--- src/rtl/ahb_pkg.sv ---
`default_nettype none
// +------------------------------------------------------------------+
// | ahb_pkg: shared AHB transfer/burst encodings and address helpers  |
// | Rev 1.0                                                           |
// +------------------------------------------------------------------+
package ahb_pkg;

    localparam int ADDR_W = 8;

    typedef enum logic [1:0] {
        TRANS_IDLE   = 2'b00,
        TRANS_BUSY   = 2'b01,
        TRANS_NONSEQ = 2'b10,
        TRANS_SEQ    = 2'b11
    } htrans_e;

    typedef enum logic [2:0] {
        BURST_SINGLE = 3'b000,
        BURST_INCR   = 3'b001,
        BURST_WRAP4  = 3'b010,
        BURST_INCR4  = 3'b011,
        BURST_WRAP8  = 3'b100,
        BURST_INCR8  = 3'b101,
        BURST_WRAP16 = 3'b110,
        BURST_INCR16 = 3'b111
    } hburst_e;

    localparam logic HRESP_OKAY  = 1'b0;
    localparam logic HRESP_ERROR = 1'b1;

    typedef enum logic [2:0] {
        ST_IDLE = 3'd0,
        ST_WAIT = 3'd1,
        ST_DATA = 3'd2,
        ST_ERR1 = 3'd3,
        ST_ERR2 = 3'd4
    } resp_state_e;

    // 0 means an unbounded burst (SINGLE/INCR).
    function automatic logic [4:0] burst_beats(input logic [2:0] hburst);
        case (hburst_e'(hburst))
            BURST_WRAP4, BURST_INCR4:   return 5'd4;
            BURST_WRAP8, BURST_INCR8:   return 5'd8;
            BURST_WRAP16, BURST_INCR16: return 5'd16;
            default:                    return 5'd0;
        endcase
    endfunction

    // WRAP bursts keep the bits above the burst size; INCR uses a full mask.
    function automatic logic [ADDR_W-1:0] next_addr(input logic [ADDR_W-1:0] addr,
                                                    input logic [2:0]        hburst);
        logic [ADDR_W-1:0] mask;
        logic [ADDR_W-1:0] incr;
        incr = addr + ADDR_W'(1);
        case (hburst_e'(hburst))
            BURST_WRAP4:  mask = ADDR_W'(3);
            BURST_WRAP8:  mask = ADDR_W'(7);
            BURST_WRAP16: mask = ADDR_W'(15);
            default:      mask = '1;
        endcase
        return (addr & ~mask) | (incr & mask);
    endfunction

endpackage
`default_nettype wire

--- src/rtl/ahb_burst_tracker.sv ---
`default_nettype none
// +------------------------------------------------------------------+
// | ahb_burst_tracker: beat counting, expected address, proto_err     |
// | Rev 1.0                                                           |
// +------------------------------------------------------------------+
module ahb_burst_tracker
    import ahb_pkg::*;
#(
    parameter int AW = 8
) (
    input  logic          hclk,
    input  logic          hreset,
    input  logic          bus_cycle,
    input  logic [1:0]    htrans,
    input  logic [2:0]    hburst,
    input  logic          hwrite,
    input  logic [AW-1:0] haddr,
    input  logic          addr_err,
    output logic          proto_err
);

    logic          r_active;
    logic [4:0]    r_beat_cnt;
    logic [AW-1:0] r_exp_addr;
    logic [2:0]    r_burst;
    logic          r_write;
    logic          r_err;

    logic          w_is_seq;
    logic          w_is_busy;
    logic          w_is_nonseq;
    logic          w_is_idle;
    logic          w_fixed;
    logic          w_violation;
    logic [4:0]    w_beats;

    always_comb begin
        w_is_seq    = bus_cycle && (htrans == TRANS_SEQ);
        w_is_busy   = bus_cycle && (htrans == TRANS_BUSY);
        w_is_nonseq = bus_cycle && (htrans == TRANS_NONSEQ);
        w_is_idle   = bus_cycle && (htrans == TRANS_IDLE);
        w_beats     = burst_beats(hburst);
        w_fixed     = (burst_beats(r_burst) != 5'd0);

        w_violation = 1'b0;
        if (w_is_busy && !r_active)
            w_violation = 1'b1;
        if (w_is_seq && (!r_active || (haddr != r_exp_addr) ||
                         (w_fixed && (r_beat_cnt == 5'd0)) ||
                         (hburst != r_burst) || (hwrite != r_write)))
            w_violation = 1'b1;
    end

    // r_beat_cnt counts SEQ beats still owed: the NONSEQ beat is deducted at load.
    always_ff @(posedge hclk or posedge hreset) begin
        if (hreset) begin
            r_active   <= 1'b0;
            r_beat_cnt <= 5'd0;
            r_exp_addr <= '0;
            r_burst    <= 3'd0;
            r_write    <= 1'b0;
            r_err      <= 1'b0;
        end else begin
            if (w_violation)
                r_err <= 1'b1;
            if (addr_err) begin
                r_active   <= 1'b0;
                r_beat_cnt <= 5'd0;
            end else if (w_is_nonseq) begin
                r_active   <= (hburst != BURST_SINGLE);
                r_burst    <= hburst;
                r_write    <= hwrite;
                r_beat_cnt <= (w_beats == 5'd0) ? 5'd0 : (w_beats - 5'd1);
                r_exp_addr <= AW'(next_addr(ADDR_W'(haddr), hburst));
            end else if (w_is_seq) begin
                if (r_beat_cnt != 5'd0)
                    r_beat_cnt <= r_beat_cnt - 5'd1;
                r_exp_addr <= AW'(next_addr(ADDR_W'(haddr), r_burst));
            end else if (w_is_idle) begin
                r_active   <= 1'b0;
                r_beat_cnt <= 5'd0;
            end
        end
    end

    assign proto_err = r_err;

endmodule
`default_nettype wire

--- src/rtl/ahb_mem_responder.sv ---
`default_nettype none
// +------------------------------------------------------------------+
// | ahb_mem_responder: byte-memory AHB responder with wait states     |
// | Rev 1.0                                                           |
// +------------------------------------------------------------------+
module ahb_mem_responder
    import ahb_pkg::*;
#(
    parameter int DEPTH       = 128,
    parameter int WAIT_STATES = 1,
    parameter int AW          = 8
) (
    input  logic          hclk,
    input  logic          hreset,
    input  logic          hsel,
    input  logic [AW-1:0] haddr,
    input  logic [1:0]    htrans,
    input  logic [2:0]    hburst,
    input  logic          hwrite,
    input  logic [7:0]    hwdata,
    input  logic          hready,
    output logic          hreadyout,
    output logic          hresp,
    output logic [7:0]    hrdata,
    output logic          proto_err
);

    localparam int         MEM_AW    = (DEPTH > 1) ? $clog2(DEPTH) : 1;
    localparam logic [2:0] WAIT_LOAD = 3'((WAIT_STATES > 0) ? (WAIT_STATES - 1) : 0);

    resp_state_e       r_state;
    resp_state_e       w_next;
    logic [MEM_AW-1:0] r_addr;
    logic              r_write;
    logic [2:0]        r_wait_cnt;
    logic [7:0]        r_mem [DEPTH];

    logic              w_can_accept;
    logic              w_accept;
    logic              w_in_range;

    always_comb begin
        w_can_accept = (r_state == ST_IDLE) || (r_state == ST_DATA) || (r_state == ST_ERR2);
        w_accept     = w_can_accept && hsel && hready && htrans[1];
        w_in_range   = (32'(haddr) < 32'(DEPTH));

        w_next = r_state;
        case (r_state)
            ST_IDLE, ST_DATA, ST_ERR2: begin
                if (w_accept && w_in_range)
                    w_next = (WAIT_STATES > 0) ? ST_WAIT : ST_DATA;
                else if (w_accept)
                    w_next = ST_ERR1;
                else
                    w_next = ST_IDLE;
            end
            ST_WAIT: begin
                if (r_wait_cnt == 3'd0)
                    w_next = ST_DATA;
            end
            ST_ERR1: w_next = ST_ERR2;
            default: w_next = ST_IDLE;
        endcase

        hreadyout = !((r_state == ST_WAIT) || (r_state == ST_ERR1));
        hresp     = ((r_state == ST_ERR1) || (r_state == ST_ERR2)) ? HRESP_ERROR : HRESP_OKAY;
        hrdata    = ((r_state == ST_DATA) && !r_write) ? r_mem[r_addr] : 8'h00;
    end

    always_ff @(posedge hclk or posedge hreset) begin
        if (hreset) begin
            r_state    <= ST_IDLE;
            r_addr     <= '0;
            r_write    <= 1'b0;
            r_wait_cnt <= 3'd0;
        end else begin
            r_state <= w_next;
            if (w_accept) begin
                r_addr  <= haddr[MEM_AW-1:0];
                r_write <= hwrite;
            end
            if ((w_next == ST_WAIT) && (r_state != ST_WAIT))
                r_wait_cnt <= WAIT_LOAD;
            else if ((r_state == ST_WAIT) && (r_wait_cnt != 3'd0))
                r_wait_cnt <= r_wait_cnt - 3'd1;
        end
    end

    // Reset forces ST_IDLE asynchronously, so an interrupted write never reaches this edge.
    always_ff @(posedge hclk) begin
        if ((r_state == ST_DATA) && r_write)
            r_mem[r_addr] <= hwdata;
    end

    ahb_burst_tracker #(
        .AW (AW)
    ) u_burst_tracker (
        .hclk      (hclk),
        .hreset    (hreset),
        .bus_cycle (hsel && hready && w_can_accept),
        .htrans    (htrans),
        .hburst    (hburst),
        .hwrite    (hwrite),
        .haddr     (haddr),
        .addr_err  (w_accept && !w_in_range),
        .proto_err (proto_err)
    );

endmodule
`default_nettype wire

--- config.mk ---
export PLATFORM = sky130hd
export DESIGN_NAME = ahb_mem_responder
export DESIGN_NICKNAME = d
export VERILOG_FILES = /design/src/rtl/ahb_pkg.sv /design/src/rtl/ahb_burst_tracker.sv /design/src/rtl/ahb_mem_responder.sv
export SDC_FILE = /design/constraint.sdc
export NUM_CORES = 1
export LEC_CHECK = 0
export CAP_MARGIN = 30
export CORE_AREA = 2 2 308 310
export CTS_BUF_LIST = sky130_fd_sc_hd__clkbuf_4 sky130_fd_sc_hd__clkbuf_8 sky130_fd_sc_hd__clkbuf_16
export DETAILED_ROUTE_END_ITERATION = 10
export DIE_AREA = 0 0 310 312
export PLACE_DENSITY = 0.63
export SYNTH_ARGS = -nofsm -noshare
export SYNTH_HDL_FRONTEND = slang
export SYNTH_SLANG_ARGS = --single-unit
--- constraint.sdc ---
create_clock -name hclk -period 3 [get_ports hclk]
set_clock_uncertainty 0.1 [all_clocks]
set_input_delay 0.3 -clock hclk [delete_from_list [all_inputs] [get_ports hclk]]
set_output_delay 0.3 -clock hclk [all_outputs]
set_load 0.02 [all_outputs]
Word level (Yosys, flattened, before mapping)
Memory sizes are Yosys's and may differ from the RTL's.
Cells that the tools add are included.
Widths: inputs -> output; s select.
Cells by class
  mux-type cells: 33
  $lt $le $gt $ge: 1
  bitwise gates (word level): 9
  reductions and logical operators: 54
  add/subtract/negate cells: 4
  equality and inequality tests: 26
Operator list (count)
  $mux 8: 8
  $pmux 8 s3: 2
  $and 8x8->8: 4
  $mux 5: 6
  $pmux 5 s3: 2
  $eq 3x3->1 const B: 9
  $eq 3x2->1 const B: 6
  $logic_and 1x1->1: 18
  $not 8->8: 2
  $or 8x8->8: 2
  $reduce_or 2->1: 6
  $logic_not 5->1: 2
  $reduce_bool 5->1: 2
  $sub 5x1->5 const B: 2
  $mux 1: 9
  $mux 3: 3
  $pmux 3 s3: 1
  $reduce_bool 3->1: 3
  $add 8x1->8 const B: 1
  $logic_or 1x1->1: 8
  $lt 8x8->1 const B: 1
  $ne 8x8->1: 1
  $reduce_and 2->1: 4
  $eq 3x1->1 const B: 2
  other kinds (16): 23
Storage, ports and cells
  output and inout port bits: 11
  logic and storage cells: 138
  bits in registers: 33
  input bits: 26
  memory bits (writable): 1024
  memories: 1
Memories
  r_mem: depth 128, bits a word 8, read ports 1, clocked after memory_dff 0, write ports 1, line ahb_mem_responder.sv:36  | logic [7:0] r_mem [DEPTH];

Depth between registers and ports, before layout
  depth after elaboration: 13
  mapped depth: 9
  depth with buffers taken out: 8

By module
Synthesis repeated with hierarchy kept, for this count alone.
Second synthesis, totals
  cell total of the unflattened synthesis: 2480
  area, all modules: 41847.6 µm²
By module, submodules not included
  ahb_mem_responder: sequential area each 31099.8 µm², area each 40536.4 µm², cells an instance 2338, times used 1
  ahb_burst_tracker: sequential area each 475.5 µm², area each 1311.3 µm², cells an instance 142, times used 1

Worst setup path after synthesis
No wires, ideal clock.
  path kind: register -> register
  from: register r_addr[0]
  to: memory r_mem[110][0] (enable)
  cell stages (with the launch flop): 8
  slack: 0.642 ns
  buffers on the path: 4
  data arrival time: 1.888 ns
  library setup time: 0.370 ns
  clock period less this slack: 2.358 ns
  data required time: 2.530 ns
  cell sequence: dfrtp_1 buf_4 buf_4 buf_4 nor2_1 nand3_1 clkbuf_1 nor2_1
RTL lines
  start: declaration: line ahb_mem_responder.sv:33  | logic [MEM_AW-1:0] r_addr;
  start signal: assignment: line ahb_mem_responder.sv:79  | r_addr <= haddr[MEM_AW-1:0];
  end: declaration: line ahb_mem_responder.sv:36
No word-level cell before the write port.

Worst setup path after layout
  from: register r_addr[0]
  to: output port hrdata[5]
Between the ends
  word-level cells in the longest chain between the ends: 2
RTL lines
  $mem_v2 128x8
  $mux 8: line ahb_mem_responder.sv:67  | hrdata = ((r_state == ST_DATA) && !r_write) ? r_mem[r_addr] : 8'h00;
  end: declaration: line ahb_mem_responder.sv:24  | output logic [7:0] hrdata,
Every way passes these cells.

==> impl_metrics.toml <==
[synth]
synth_nets = 2516
ys.flop_type = "edfxtp_1"
syn_inst = 2483
ys_seq_elements = 1057
synth_cell_types = 50
synth_top_area_cell = "edfxtp_1"
avgSynthCellArea_um2 = 16.8
async_reset_ff_share_pct = 3.12
yosysMostFrequentCell = "edfxtp_1"
netlist.area_leader.share_pct = 73.5
synth_common_cells = "1024 x edfxtp_1, 512 x mux2i_1, 257 x o22ai_1"
synth.cell_area_um2 = 41800
yosysSeqAreaShare_pct = 75.5
ys_top_cells_by_area = "edfxtp_1 74%, mux2i_1 12%, o22ai_1 3.8%"
ys_warn_count = 0
synth_edf_count = 1024

[sta]
report.final.setup_viol = 8
post-route-min-period_ps = 3760
tns_ps = -5560
max_freq_mhz = 266
max-slew-margin-rel_pct = 43.7
fin_ws_ps = -756
worst_pin_slew_ps = 844
hold_viol = 0
rsz0062_at_grt = "yes"
finalCritPeriodShare_pct = 125
drv_slew = 0

[detailed_routing]
drt_wl_total_um = 106000
drcViolationCount = 0
first_pass_iters = 6
vias = 24200
drt-initial-drc-count = 2599
antenna_left = 0
viasPerCell = 5.69
wl_per_cell_um = 24.9

[place]
place_congestion = 0.892
hpwl_um = 65000
port_buffers = 36

[critical_path]
criticalPathCategory = "reg2out"
r2r-start = "r_addr[0]"
worstReg2RegEnd = "r_mem[96][6]"
required_ps = 2600
critPathLaunchType = "flop"
worstSetupEndpointType = "primary output"
path_depth = 13
startpoint = "r_addr[0]"
crit_top_cell = "buf_4"
arrival_ps = 3360
crit_chain = "buf_6 > clkbuf_16 > buf_16 > mux2i_2 > o22ai_2 > o21ai_1 > buf_4 > a41oi_2 > buf_6 > nor4_4 > buf_4 > nor2_2 > buf_4"
path_max_fanout = 9
cpPeakStageDelay_ps = 550
critPathBufInv = 7
reg2reg_depth = 7
regToRegSetupSlack_ps = 430
cp_slowest_cell = "dfrtp_4"
crit_family = "buffers and inverters"
cp-endpoint = "hrdata[5]"

[clock_tree]
numCtsBuffers = 103
clk_pin_slew_ps = 60
cts_sinks = 1057
cts_tree = "built"
h-tree-depth = 3
cts_root_buf = "clkbuf_16"
clock_path_buffers = 3
insertion_delay_ps = 690

[die]
start_util_pct = 44.9
die_area_um2 = 96700
die_y_um = 312
die_w_um = 310
top_level_ports = 37
row_count = 112
coreArea_um2 = 93000

[pwr]
vdd_drop_max_mv = 0.518
power.leakage_uw = 0.0181
power-per-cell-area_nw_per_um2 = 704

[global_routing]
grt_pass1_vias = 24000
grt_max_degree = 107
grt_pass1_wl_um = 155000
grt_overflow = 0
grt_use_total_pct = 21.7
antenna_found_initial = 0

[finish]
postLayoutCoreUtil_pct = 55.9
finalNetCount = 2935
fill_cells = 7061
drive_gt1_share_pct = 26.1
syn_to_final_growth_pct = 24.4
antenna_cells = 0

[hold_path]
hold_start = "hwdata[4]"
hold_path_class = "in2reg"

[status]
status = "finished with violations"
violations = "setup timing"

[run]
maxCapViolCount = 0
logic make-up after synthesis:
| family | count (synthesis) | synth area share [%] |
|---|---|---|
| DFF | 1057 | 75.5 |
| muxes | 524 | 12.6 |
| AOI/OAI and AO/OA | 457 | 6.68 |
| and+or+nand+nor | 255 | 2.63 |
| buffers and inverters | 162 | 1.95 |
| xor gates and xnor gates | 21 | 0.440 |
| adders and majority gates | 7 | 0.209 |
state kept, by name, summed over array words and instances (netlist names):
signal and flops:
u_burst_tracker.r_active 1, r_write 1, r_wait_cnt 3, u_burst_tracker.r_write 1, u_burst_tracker.proto_err 1, u_burst_tracker.r_exp_addr 8
u_burst_tracker.r_beat_cnt 5, r_state 3, u_burst_tracker.r_burst 3, r_addr 7, r_mem 1024
layer usage:
layer  routed length [um]  track usage [%]  up-vias
met1                44300             30.6    12300
li1                     -                -    10700
met4                 2690             6.02        0
met5                    0                0        -
met2                50800             35.2      926
met3                 8060             3.13      181
repair_timing:
item                                   CTS  global route
hold buffers                             3             0
setup buffers                           30            20
setup endpoints to repair                8             8
gates resized for setup                232           121
pin swaps                               62            58
endpoints found under the hold margin   79             0
cloned                                  14             5
where the power goes:
group	switching [uW]	leakage (uW)	internal (uW)	total [uW]
clock network	5430	0.00171	7570	13000
logic	3890	0.00677	3360	7250
registers	84.6	0.00962	16300	16400
per-stage QoR:
stage                     std cells  worst slack, ps  area (um2)  hold WS [ps]  power (uW)
final                          4243             -756       52000          72.5       36600
after global routing           4243             -841       52000          94.0       37700
after CTS                      4223             -778       51300          55.9       36300
after detailed placement       3990            -1080       46400           360       22500
after global placement         3990            -1100       46400           357       22400
after floorplan                2483              642       41800           295       19800
cells in the final DEF (no fill, tap or decap), types with 26 or more instances in the layout:
| master | netlist | routed |
|---|---|---|
| nand2_1 | 45 | 44 |
| clkinv_1 | 0 | 26 |
| nor2_1 | 151 | 147 |
| edfxtp_1 | 1024 | 1024 |
| buf_4 | 26 | 336 |
| mux2i_1 | 512 | 462 |
| o22ai_1 | 257 | 238 |
| o21ai_1 | 46 | 84 |
| dfrtp_1 | 33 | 32 |
| mux2i_2 | 0 | 38 |
| clkbuf_16 | 0 | 110 |
| o21ai_2 | 1 | 38 |
| buf_12 | 0 | 56 |
worst min-delay path by stage:
stage / to / slack (ps) / cells after the start
floorplan: u_burst_tracker.r_exp_addr[0] / 290 / 1
global placement: u_burst_tracker.proto_err / 360 / 1
detailed placement: u_burst_tracker.proto_err / 360 / 1
CTS: r_mem[19][4] / 60 / 1
global route: r_mem[19][4] / 90 / 1
finish: r_mem[19][4] / 70 / 1
layout make-up:
| class | count | area, um2 | area share, % |
|---|---|---|---|
| Clock buffer | 124 | 2780 | 5.35 |
| Multi-Input combinational cell | 1264 | 10500 | 20.2 |
| Tap cell | 1254 | 1570 | 3.02 |
| Sequential cell | 1057 | 31600 | 60.7 |
| Clock inverter | 68 | 657 | 1.26 |
| Timing Repair Buffer | 466 | 4890 | 9.40 |
| Inverter | 10 | 37.5 | 0.0722 |
No activity file was read; power rests on OpenSTA's default activity.
==> RTL change: new RTL, same flow settings <==
Reset style: synchronous (`hreset`), changed in 2 clocked blocks. Comments in the files are not updated.
--- a/src/rtl/ahb_burst_tracker.sv
+++ b/src/rtl/ahb_burst_tracker.sv
@@ -52,7 +52,7 @@
     end
 
     // r_beat_cnt counts SEQ beats still owed: the NONSEQ beat is deducted at load.
-    always_ff @(posedge hclk or posedge hreset) begin
+    always_ff @(posedge hclk) begin
         if (hreset) begin
             r_active   <= 1'b0;
             r_beat_cnt <= 5'd0;
--- a/src/rtl/ahb_mem_responder.sv
+++ b/src/rtl/ahb_mem_responder.sv
@@ -67,7 +67,7 @@
         hrdata    = ((r_state == ST_DATA) && !r_write) ? r_mem[r_addr] : 8'h00;
     end
 
-    always_ff @(posedge hclk or posedge hreset) begin
+    always_ff @(posedge hclk) begin
         if (hreset) begin
             r_state    <= ST_IDLE;
             r_addr     <= '0;
Check against the original RTL: not settled (the Yosys comparison gave no result); the edit may change what the design does.
==> RTL change against the original RTL <==
The run still ends with negative setup slack left; routed wire length is 1.0% lower; worst setup slack worse by 12 ps; sequential share of layout area is 0.13 points higher; cell area is 0.26% lower; die area stayed put; utilization is 0.14 points lower; area after synthesis is 0.40% higher; sequential cell count is 7 higher; synthesized cell count is 11% lower; largest cell class unchanged.
Power is not compared: it rests on default switching activity, and its combinational part moved more than twofold at a synthesized area within 25%.
==> RTL change: results (changes against the original RTL) <==
Run status
  • Failing checks: negative setup slack (unchanged)
  • Status: finished, violations left (unchanged)

Logic synthesis
  • Ys async rst share: 0 (was 0.0312)
  • Count of different cell masters after synthesis: 62 (was 50)
  • Synth top area cells: edfxtp_1 73%, mux4_2 9.0%, mux2i_1 4.8%, dfxtp_1 1.9%, a22oi_1 1.8% (was edfxtp_1 74%, mux2i_1 12%, o22ai_1 3.8%, dfrtp_1 2.0%, nor2_1 1.4%)
  • Synth top cells by count: 1,024 x edfxtp_1, 202 x mux2i_1, 171 x nor2_1 (was 1,024 x edfxtp_1, 512 x mux2i_1, 257 x o22ai_1)
  • Mean Syn Cell Area: 18.9 µm² (was 16.8 µm²)
  • Seq/Total Area, Yosys: 0.751 (was 0.755)
  • Syn_nets: 2,249 (was 2,516)

Clocking
  • Worst-Skew Late Latency: 670 ps (was 690 ps)
  • Num CTS Buffers: 105 (was 103)
  • Clock Tree Root: clkbuf_16 (unchanged)

Route
  • Vias: 23,128 (was 24,162)
  • Vias/cell: 5.70 (was 5.69)
  • 1st-pass router iterations: 5 (was 6)
  • DRT iter0 DRCs: 2,591 (was 2,599)
  • Post-Route WL: 105,000 µm (was 106,000 µm)

Critical path
  • R2R Path Start: r_state[2] (was r_addr[0])
  • CP endpoint: hrdata[5] (unchanged)
  • CP arrival: 3370 ps (was 3360 ps)
  • CP max stage delay: 370 ps (was 550 ps)
  • FF-to-FF path depth: 6 (was 7)
  • Critical R2R Capture: r_mem[1][7] (was r_mem[96][6])
  • Flop2flop setup slack: 460 ps (was 430 ps)
  • Crit-path slowest cell: dfxtp_4 (was dfrtp_4)
  • Largest fanout on the critical path: 6 (was 9)
  • Worst Setup Start Kind: flip-flop (unchanged)

Timing
  • Actual slew at the worst max-slew pin: 921 ps (was 844 ps)
  • Final Setup Violations: 8 (unchanged)
  • Post-route setup slack: -768 ps (was -756 ps)

Placed design
  • Dpl cell area: 0.0464 mm² (about the same)
  • Final HPWL DP: 67,400 µm (was 65,000 µm)
  • Placed cell count: 3,755 (was 3,990)
  • GP Congestion: 0.862 (was 0.892)

Final layout
  • Final #Nets: 2,746 (was 2,935)
  • Ratio of cells with drive above 1 in the final layout: 0.332 (was 0.261)
  • Number of inserted diodes: 0 (unchanged)
  • Number of fill cells: 7,069 (was 7,061)

Pwr
  • Static leakage: ~17 nW

Global routing
  • Total track usage: 0.214 (was 0.217)
  • Largest net degree at the start of global routing: 129 (was 107)
  • First-pass GRT wire length: 152,000 µm (was 155,000 µm)
  • Initial antenna violation count: 1 (was 0)

Min path
  • HP Class: in -> reg (unchanged)
  • Worst min-delay path startpoint: hwdata[3] (was hwdata[4])
-- RTL change: changes by cell type in the layout (fill, tap and decap cells not counted), sizes merged, moves of 16 or more --
| cell | before | now |
|---|---|---|
| o21ai | 145 | 23 |
| mux2i | 512 | 202 |
| dfxtp | 0 | 40 |
| a211oi | 2 | 18 |
| a41oi | 32 | 6 |
| buf | 435 | 485 |
| nand3 | 9 | 58 |
| a21oi | 3 | 31 |
| mux4 | 0 | 178 |
| a22oi | 1 | 99 |
| dfrtp | 33 | 0 |
| nor2 | 151 | 171 |
| o22ai | 257 | 10 |
| nand2 | 45 | 61 |
-- RTL change: how the worst min path moves through the flow --
stage | to | depth (start not counted)
2_1_floorplan | r_mem[0][0] | 0
3_5_place_dp | u_burst_tracker.r_exp_addr[7] | 2
4_1_cts | r_mem[7][3] | 1
6_report | r_mem[7][3] | 1
5_1_grt | r_mem[7][3] | 1
3_3_place_gp | u_burst_tracker.r_exp_addr[1] | 2
-- RTL change: metrics by stage --
step | hold slack [ps] | setup slack [ps] | setup TNS [ps] | utilization | total power [mW]
6_report | 43.8 | -768 | -5430 | 0.557 | 31.2
5_1_grt | 60.8 | -828 | -6100 | 0.557 | 32.0
4_1_cts | 39.4 | -805 | -6120 | 0.547 | 31.3
3_5_place_dp | 357 | -1060 | -6790 | 0.499 | 17.8
3_3_place_gp | 364 | -1100 | -6980 | 0.499 | 17.8
2_1_floorplan | 299 | 261 | 0 | - | 17.2
-- RTL change: worst reg2reg max path, cell delays in order, from the launching register on --
cell and delay, ps:
dfxtp_1 310, buf_4 150, nor2_1 80, nand3_1 150, nor2_1 270, nand2_1 310
nor2_1 790
-- RTL change: where the power goes --
group	internal, mW	switching (mW)	total [mW]
Clock	7.93	5.56	13.5
Sequential	16.3	0.0244	16.3
Combinational	0.589	0.776	1.37
Total	24.8	6.36	31.2
-- RTL change: timing repair --
action	CTS	global route
hold endpoints to repair	14	0
pin swaps	19	34
resized for setup	135	101
setup buffers	39	63
setup endpoints to repair	8	8
hold buffers	1	0
cloned	6	3
-- RTL change: cells by family after synthesis --
family          after synthesis  synth area share
mux                         389             0.147
buf+inv                     133            0.0159
simple gates                375            0.0408
flops                      1064             0.751
fa+ha+maj                     5           0.00149
compound gates              234            0.0395
xor+xnor                     18           0.00376
-- RTL change: layout make-up --
class	instances	area, µm²	share of cell area
sequential	1064	31600	0.608
multi-input combinational	1021	10300	0.198
timing repair buffer	511	4870	0.0938
clock buffer	124	2820	0.0544
tap	1254	1570	0.0302
clock inverter	69	747	0.0144
inverter	12	47.5	0.000917
-- RTL change: per-layer routing --
layer / global-route usage / routed length (µm) / up-vias
li1: - / - / 10015
met3: 0.0285 / 6520 / 147
met1: 0.297 / 43700 / 12088
met2: 0.356 / 52000 / 878
met4: 0.0618 / 2490 / 0
met5: 0 / 0 / -
